File: src/rtl/vmx_result_collector.sv
// -----------------------------------------------------------------------------
// vmx_result_collector
//
// Collects the skewed per-lane accumulator results leaving the VMX systolic
// wrapper and turns them into whole rows for the result BRAM. Lane k of a row
// arrives k cycles after lane 0. The collector delays each lane so that all
// lanes line up, then writes PE_SIZE rows to base_addr..base_addr+PE_SIZE-1.
// After the last row it pulses done for one cycle. Latency is fixed at
// PE_SIZE cycles from a lane-0 beat to its write. There is no backpressure.
//
// Optional build macro:
//   VMX_RESULT_SAT_EN - each lane is saturated to the signed PORT_WIDTH range
//                       and sign-extended back to 2*PORT_WIDTH in the wdata
//                       register stage. Leave it undefined to get raw values.
//
// Ports:
//   clk        in   rising-edge clock
//   n_rst      in   asynchronous active-low reset
//   start      in   job start pulse, only honoured in IDLE
//   base_addr  in   first write address, latched on an accepted start
//   col_valid  in   lane-0 beat of a new result row is on col_data
//   col_data   in   skewed results, lane k at [k*2*PORT_WIDTH +: 2*PORT_WIDTH]
//   waddr      out  BRAM write address (base + rows written, wraps)
//   wdata      out  deskewed row, same lane layout as col_data
//   wr_en      out  BRAM write strobe, one cycle per row
//   busy       out  high in every state except IDLE
//   done       out  one-cycle pulse after the last row is written
//   overrun    out  sticky flag: a beat arrived in DRAIN
// -----------------------------------------------------------------------------
module vmx_result_collector #(
    parameter int PE_SIZE    = 4,
    parameter int PORT_WIDTH = 16,
    parameter int ADDR_WIDTH = 10
) (
    input  logic                            clk,
    input  logic                            n_rst,
    input  logic                            start,
    input  logic [ADDR_WIDTH-1:0]           base_addr,
    input  logic                            col_valid,
    input  logic [PE_SIZE*2*PORT_WIDTH-1:0] col_data,
    output logic [ADDR_WIDTH-1:0]           waddr,
    output logic [PE_SIZE*2*PORT_WIDTH-1:0] wdata,
    output logic                            wr_en,
    output logic                            busy,
    output logic                            done,
    output logic                            overrun
);

    localparam int LW = 2 * PORT_WIDTH;            // width of one result lane
    localparam int DW = PE_SIZE * LW;              // width of one full row
    localparam int CW = $clog2(PE_SIZE) + 1;       // row counter width

    typedef enum logic [1:0] {
        S_IDLE  = 2'd0,
        S_CAPT  = 2'd1,
        S_DRAIN = 2'd2,
        S_DONE  = 2'd3
    } state_t;

    state_t                state_q, state_d;
    logic [ADDR_WIDTH-1:0] base_q, base_d;
    logic [CW-1:0]         rows_in_q, rows_in_d;
    logic [CW-1:0]         rows_out_q, rows_out_d;
    logic                  overrun_q, overrun_d;

    logic [PE_SIZE-2:0]    vld_q;        // valid line, one stage per lane-0 delay reg
    logic                  row_valid;    // aligned-row valid at the end of the valid line
    logic [DW-1:0]         aligned;      // all lanes of one row, same cycle
    logic [DW-1:0]         wdata_d;      // aligned row after optional saturation
    logic [DW-1:0]         wdata_q;
    logic                  wr_en_q;

    logic                  start_acc;
    logic                  beat_acc;

    assign start_acc = (state_q == S_IDLE) && start;
    // Only beats that belong to the current job enter the valid line; the data
    // path itself is never gated.
    assign beat_acc  = (state_q == S_CAPT) && col_valid && (rows_in_q < CW'(PE_SIZE));

`ifdef VMX_RESULT_SAT_EN
    // A lane fits in signed PORT_WIDTH when its top PORT_WIDTH+1 bits are all
    // equal (pure sign extension); otherwise clamp toward the sign.
    function automatic logic [LW-1:0] sat_lane(input logic [LW-1:0] v);
        logic [PORT_WIDTH:0] top;
        top = v[LW-1:PORT_WIDTH-1];
        if ((top == '0) || (top == '1)) begin
            return v;
        end else if (v[LW-1]) begin
            return {{(PORT_WIDTH+1){1'b1}}, {(PORT_WIDTH-1){1'b0}}};
        end else begin
            return {{(PORT_WIDTH+1){1'b0}}, {(PORT_WIDTH-1){1'b1}}};
        end
    endfunction
`endif

    // -------------------------------------------------------------------------
    // Deskew: lane k trails lane 0 by k cycles, so it is delayed by
    // PE_SIZE-1-k registers. The last lane arrives already aligned.
    // -------------------------------------------------------------------------
    generate
        for (genvar gi = 0; gi < PE_SIZE; gi++) begin : g_lane
            localparam int DEPTH = PE_SIZE - 1 - gi;

            if (DEPTH == 0) begin : g_pass
                assign aligned[gi*LW +: LW] = col_data[gi*LW +: LW];
            end else begin : g_dly
                logic [LW-1:0] dly_q [DEPTH];

                always_ff @(posedge clk or negedge n_rst) begin
                    if (!n_rst) begin
                        for (int i = 0; i < DEPTH; i++) begin
                            dly_q[i] <= '0;
                        end
                    end else begin
                        dly_q[0] <= col_data[gi*LW +: LW];
                        for (int i = 1; i < DEPTH; i++) begin
                            dly_q[i] <= dly_q[i-1];
                        end
                    end
                end

                assign aligned[gi*LW +: LW] = dly_q[DEPTH-1];
            end

`ifdef VMX_RESULT_SAT_EN
            assign wdata_d[gi*LW +: LW] = sat_lane(aligned[gi*LW +: LW]);
`else
            assign wdata_d[gi*LW +: LW] = aligned[gi*LW +: LW];
`endif
        end
    endgenerate

    assign row_valid = vld_q[PE_SIZE-2];

    // Valid line plus the final row register feeding the BRAM port.
    always_ff @(posedge clk or negedge n_rst) begin
        if (!n_rst) begin
            vld_q   <= '0;
            wdata_q <= '0;
            wr_en_q <= 1'b0;
        end else begin
            vld_q[0] <= beat_acc;
            for (int i = 1; i < PE_SIZE - 1; i++) begin
                vld_q[i] <= vld_q[i-1];
            end
            wdata_q <= wdata_d;
            wr_en_q <= row_valid;
        end
    end

    // -------------------------------------------------------------------------
    // Control FSM and job counters
    // -------------------------------------------------------------------------
    always_ff @(posedge clk or negedge n_rst) begin
        if (!n_rst) begin
            state_q    <= S_IDLE;
            base_q     <= '0;
            rows_in_q  <= '0;
            rows_out_q <= '0;
            overrun_q  <= 1'b0;
        end else begin
            state_q    <= state_d;
            base_q     <= base_d;
            rows_in_q  <= rows_in_d;
            rows_out_q <= rows_out_d;
            overrun_q  <= overrun_d;
        end
    end

    always_comb begin
        state_d    = state_q;
        base_d     = base_q;
        rows_in_d  = rows_in_q;
        rows_out_d = rows_out_q + CW'(wr_en_q);
        overrun_d  = overrun_q;

        case (state_q)
            S_IDLE: begin
                if (start_acc) begin
                    state_d    = S_CAPT;
                    base_d     = base_addr;
                    rows_in_d  = '0;
                    rows_out_d = '0;
                    overrun_d  = 1'b0;
                end
            end
            S_CAPT: begin
                if (beat_acc) begin
                    rows_in_d = rows_in_q + CW'(1);
                    if (rows_in_q == CW'(PE_SIZE - 1)) begin
                        state_d = S_DRAIN;
                    end
                end
            end
            S_DRAIN: begin
                if (col_valid) begin
                    overrun_d = 1'b1;
                end
                // Leave on the cycle after the final write, when rows_out
                // becomes PE_SIZE.
                if (wr_en_q && (rows_out_q == CW'(PE_SIZE - 1))) begin
                    state_d = S_DONE;
                end
            end
            S_DONE: begin
                state_d = S_IDLE;
            end
            default: begin
                state_d = S_IDLE;
            end
        endcase
    end

    // Address wraps naturally at 2^ADDR_WIDTH.
    assign waddr   = base_q + ADDR_WIDTH'(rows_out_q);
    assign wdata   = wdata_q;
    assign wr_en   = wr_en_q;
    assign busy    = (state_q != S_IDLE);
    assign done    = (state_q == S_DONE);
    assign overrun = overrun_q;

endmodule

File: config.mk
export PLATFORM = sky130hd
export DESIGN_NAME = vmx_result_collector
export DESIGN_NICKNAME = d
export VERILOG_FILES = /design/src/rtl/vmx_result_collector.sv
export SDC_FILE = /design/constraint.sdc
export NUM_CORES = 1
export LEC_CHECK = 0
export CORE_UTILIZATION = 35
export DETAILED_ROUTE_END_ITERATION = 8
export SYNTH_ARGS = -nofsm -noshare
export SYNTH_HDL_FRONTEND = slang
export SYNTH_SLANG_ARGS = --single-unit
File: constraint.sdc
create_clock -name clk -period 2.2 [get_ports clk]
set_clock_uncertainty 0.05 [all_clocks]
set_input_delay 0.22 -clock clk [delete_from_list [all_inputs] [get_ports clk]]
set_output_delay 0.22 -clock clk [all_outputs]
set_load 0.02 [all_outputs]
==> impl_metrics.xml <==
<?xml version="1.0" encoding="UTF-8"?>
<metrics>
  <group name="synth">
    <metric name="yosysWarnings" unit="">0</metric>
    <metric name="ys_seq_area_share" unit="%">92.8</metric>
    <metric name="netlist-cell-type-count" unit="">32</metric>
    <metric name="post_synth.cell_area_avg" unit="um^2">21.6</metric>
    <metric name="synth_edf_count" unit="">0</metric>
    <metric name="synth_fa_ha_area_share" unit="%">1.84</metric>
    <metric name="postSynthCellCount" unit="">428</metric>
    <metric name="async_flop_share" unit="%">100</metric>
    <metric name="synth_xor_area_share" unit="%">0.852</metric>
    <metric name="most_used_flip_flop_cell_after_synthesis" unit="">dfrtp_1</metric>
    <metric name="synth-compound-area-share" unit="%">1.41</metric>
    <metric name="synthSimpleGateAreaFrac" unit="%">1.11</metric>
    <metric name="main_combinational_cell_family_by_area_after_synthesis" unit="">adder cells</metric>
    <metric name="post_synth_main_area_contributors" unit="">dfrtp_1 (93%), ha_1 (1.6%), mux2_1 (1.2%), a21oi_1 (0.49%), xnor2_1 (0.47%)</metric>
    <metric name="synthMostInstantiatedCell" unit="">dfrtp_1</metric>
    <metric name="syn-num-nets" unit="">583</metric>
    <metric name="area_of_the_mapped_netlist" unit="mm^2">0.00925</metric>
    <metric name="postSynthRegisterBits" unit="">343</metric>
    <metric name="synth.mux.area_fraction" unit="%">1.49</metric>
    <metric name="synth_largest_type_area_fraction" unit="%">92.8</metric>
    <metric name="synth_commonest_cells" unit="">dfrtp_1 (343), ha_1 (12), inv_1 (10), mux2_1 (10), a21oi_1 (9)</metric>
    <metric name="synth_largest_area_cell" unit="">dfrtp_1</metric>
  </group>
  <group name="finish">
    <metric name="synthToLayoutAreaGrowth" unit="%">50.3</metric>
    <metric name="layout_cells_sized_above_1" unit="%">12.1</metric>
    <metric name="final_core_utilization" unit="%">53.5</metric>
    <metric name="final.fill_count" unit="">2070</metric>
    <metric name="finish.cell_count_without_fillers" unit="">1123</metric>
    <metric name="fin_nets" unit="">917</metric>
  </group>
  <group name="outcome">
    <metric name="failed_checks" unit="">negative setup slack</metric>
    <metric name="run_status" unit="">finished with violations</metric>
  </group>
  <group name="route">
    <metric name="drt-vias-per-instance" unit="">4.10</metric>
    <metric name="vias" unit="">4608</metric>
    <metric name="drc_errors" unit="">0</metric>
    <metric name="detail_route.iter0.violations" unit="">225</metric>
    <metric name="routedWlPerCell" unit="um">15.0</metric>
    <metric name="drt.antenna.violating_nets" unit="">0</metric>
    <metric name="finalWirelength" unit="mm">16.9</metric>
    <metric name="drt_pre_antenna_iters" unit="">4</metric>
  </group>
  <group name="timing">
    <metric name="setup_ws" unit="ns">-0.135</metric>
    <metric name="finalWorstPathRequiredPeriod" unit="ns">2.33</metric>
    <metric name="max_slew_margin" unit="%">64.3</metric>
    <metric name="tightestPinTransition" unit="ns">0.534</metric>
    <metric name="holdWs" unit="ns">0.0997</metric>
    <metric name="maxClockFrequency" unit="MHz">428</metric>
    <metric name="final_min_period_over_clock_period" unit="%">106</metric>
    <metric name="setup_repair_after_global_routing_missed_its_margin" unit="">yes</metric>
    <metric name="number_of_max_slew_violations_in_the_final_report" unit="">0</metric>
    <metric name="hold_violations" unit="">0</metric>
    <metric name="setup-violations-final" unit="">7</metric>
  </group>
  <group name="floorplanning">
    <metric name="placeableCoreArea" unit="mm^2">0.0260</metric>
    <metric name="die_h" unit="um">165</metric>
    <metric name="start_util" unit="%">35.6</metric>
    <metric name="core.rowCount" unit="">59</metric>
    <metric name="chipWidth" unit="um">165</metric>
    <metric name="io_pins" unit="">284</metric>
    <metric name="die_area" unit="mm^2">0.0271</metric>
  </group>
  <group name="place">
    <metric name="numPlacedInstances" unit="">1057</metric>
    <metric name="place.gp.congestion" unit="">0.805</metric>
    <metric name="portBuffers" unit="">283</metric>
    <metric name="place_hpwl" unit="mm">11.4</metric>
  </group>
  <group name="pwr">
    <metric name="power_per_cell_area" unit="mW/mm^2">1090</metric>
    <metric name="p_leak" unit="nW">6.11</metric>
    <metric name="vdd_drop_max" unit="mV">0.960</metric>
    <metric name="power" unit="mW">15.1</metric>
  </group>
  <group name="grt">
    <metric name="grt.overflow.total" unit="">0</metric>
    <metric name="gr-usage-all-layers" unit="%">12.9</metric>
    <metric name="antenna_found_initial" unit="">1</metric>
    <metric name="largest_net_degree_at_the_start_of_global_routing" unit="">78</metric>
    <metric name="grt_pass1_vias" unit="">5261</metric>
    <metric name="wire_length_of_the_first_global_routing_pass" unit="mm">27.0</metric>
  </group>
  <group name="critical_path">
    <metric name="setup_cp_type" unit="">reg2out</metric>
    <metric name="start_kind" unit="">flip-flop</metric>
    <metric name="critical_path_arrival" unit="ns">2.06</metric>
    <metric name="worstPathRequired" unit="ns">1.93</metric>
    <metric name="timing.critical_path.fanout_max" unit="">3</metric>
    <metric name="critPathCaptureType" unit="">output pin</metric>
  </group>
  <group name="clock_network">
    <metric name="clk_pin_slew" unit="ns">0.06</metric>
    <metric name="worstSkewPairLatency" unit="ns">0.50</metric>
    <metric name="tritoncts" unit="">done</metric>
    <metric name="cts_made_buffers" unit="">35</metric>
    <metric name="clkSinkCount" unit="">343</metric>
    <metric name="clock_tree.buffer_depth" unit="">3</metric>
    <metric name="clk_root_buffer_cell" unit="">clkbuf_16</metric>
    <metric name="count_of_h_tree_levels_built_during_cts" unit="">2</metric>
  </group>
  <group name="hold_path">
    <metric name="class_of_the_tightest_hold_or_removal_check" unit="">in2reg</metric>
  </group>
  <group name="job">
    <metric name="max_cap_violations" unit="">0</metric>
  </group>
</metrics>
## cells in the final DEF (no fill, tap or decap), types with 2 or more instances in the layout
cell,netlist,layout
clkinv_2,0,7
clkbuf_8,0,9
a21oi_1,9,6
and2_1,2,2
clkdlybuf4s50_1,0,272
buf_12,0,4
ha_2,0,2
mux2_1,10,10
buf_4,1,15
a21oi_4,0,3
nand2_1,4,3
xnor2_1,5,4
inv_1,10,9
buf_2,1,2
o21ai_1,2,2
ha_4,0,2
clkbuf_1,0,8
buf_6,0,3
clkbuf_16,0,37
xor2_1,4,4
nand2b_1,2,2
o21ai_0,2,2
nand3b_1,2,2
ha_1,12,8
dfrtp_1,343,343
## report_power, final
| part | internal, mW | leakage, nW | total (mW) | switching, mW |
|---|---|---|---|---|
| logic | 1.24 | 1.53 | 2.45 | 1.21 |
| clock network | 3.39 | 0.567 | 5.64 | 2.24 |
| registers | 6.79 | 4.02 | 7.05 | 0.261 |
| total | 11.4 | 6.11 | 15.1 | 3.72 |
## cell families (layout without fill, tap and decap cells)
family / Yosys count / in the layout
AO/OA/AOI/OAI: 21 / 21
XOR/XNOR: 9 / 9
adder cells (fa/ha/maj): 13 / 13
buffers and inverters: 12 / 371
flip-flops: 343 / 343
multiplexers: 12 / 12
other: 0 / 1
AND/OR/NAND/NOR: 18 / 18
## layout make-up
type                            count  area, um^2  share of cell area (%)
Timing Repair Buffer              299        2990                    21.5
Inverter                           10        37.5                   0.270
Clock inverter                      8        55.1                   0.396
Clock buffer                       54        1080                    7.77
Multi-Input combinational cell     73         732                    5.27
Sequential cell                   343        8580                    61.7
Antenna cell                        1        2.50                  0.0180
Tap cell                          335         419                    3.02
## worst max-delay path: stages, from the launching register on
cell       delay [ns]
dfrtp_1          0.35
ha_2             0.19
inv_2            0.04
fa_2             0.37
nor2b_4          0.16
o2111ai_2        0.13
xnor2_1          0.18
buf_4            0.16
## through the flow
step	setup WS, ns	area [um^2]	TNS (ns)
floorplan	0.276	9250	0
detailed placement	-0.202	12600	-0.573
CTS	-0.149	13900	-0.388
global route	-0.266	13900	-1.23
finish	-0.135	13900	-0.463
global placement	-0.109	12600	-0.205
## sequential cells by signal, indices dropped and copies added, names as in the netlist, 2 cells and up
name,flops
vld_q,3
aligned,64
base_q,10
state_q,2
wdata,128
rows_in_q,3
g_lane.g_dly.dly_q,128
rows_out_q,3
## timing repair
item                                    in CTS  in global routing
endpoints found under the setup margin      10                  9
cloned                                       0                  0
pin swaps                                    3                  4
hold buffers                                 1                  0
gates resized for setup                     63                 10
buffers inserted                             1                  3
hold endpoints to repair                    68                  0
## metal layers
layer,share of wire (%),wire (um),global-route usage (%),up-vias
li1,-,-,-,2037
met1,35,5950,14.3,2320
met2,50,8370,21.1,204
met3,12,1990,6.23,47
met4,3.2,544,5.55,0
met5,0,0,0,-
## path summary, 6_finish.rpt
| check | start | endpoint | slack [ns] | depth (start not counted) |
|---|---|---|---|---|
| max | base_q[0]$_DFFE_PN0P_ | waddr[8] | -0.13 | 7 |
| min | col_data[80] | g_lane[2].g_dly.dly_q[16]$_DFF_PN0_ | 0.1 | 1 |
| max reg2reg | state_q[0]$_DFFE_PN0P_ | base_q[4]$_DFFE_PN0P_ | 0.41 | 4 |
| min reg2reg | g_lane[1].g_dly.dly_q[54]$_DFF_PN0_ | aligned[54]$_DFF_PN0_ | 0.29 | 0 |
| max in group asynchronous | n_rst | wdata[96]$_DFF_PN0_ | 1.19 | 3 |
| min in group asynchronous | n_rst | g_lane[0].g_dly.dly_q[70]$_DFF_PN0_ | 0.17 | 2 |
Note: power is estimated with default switching activity, not from simulation.
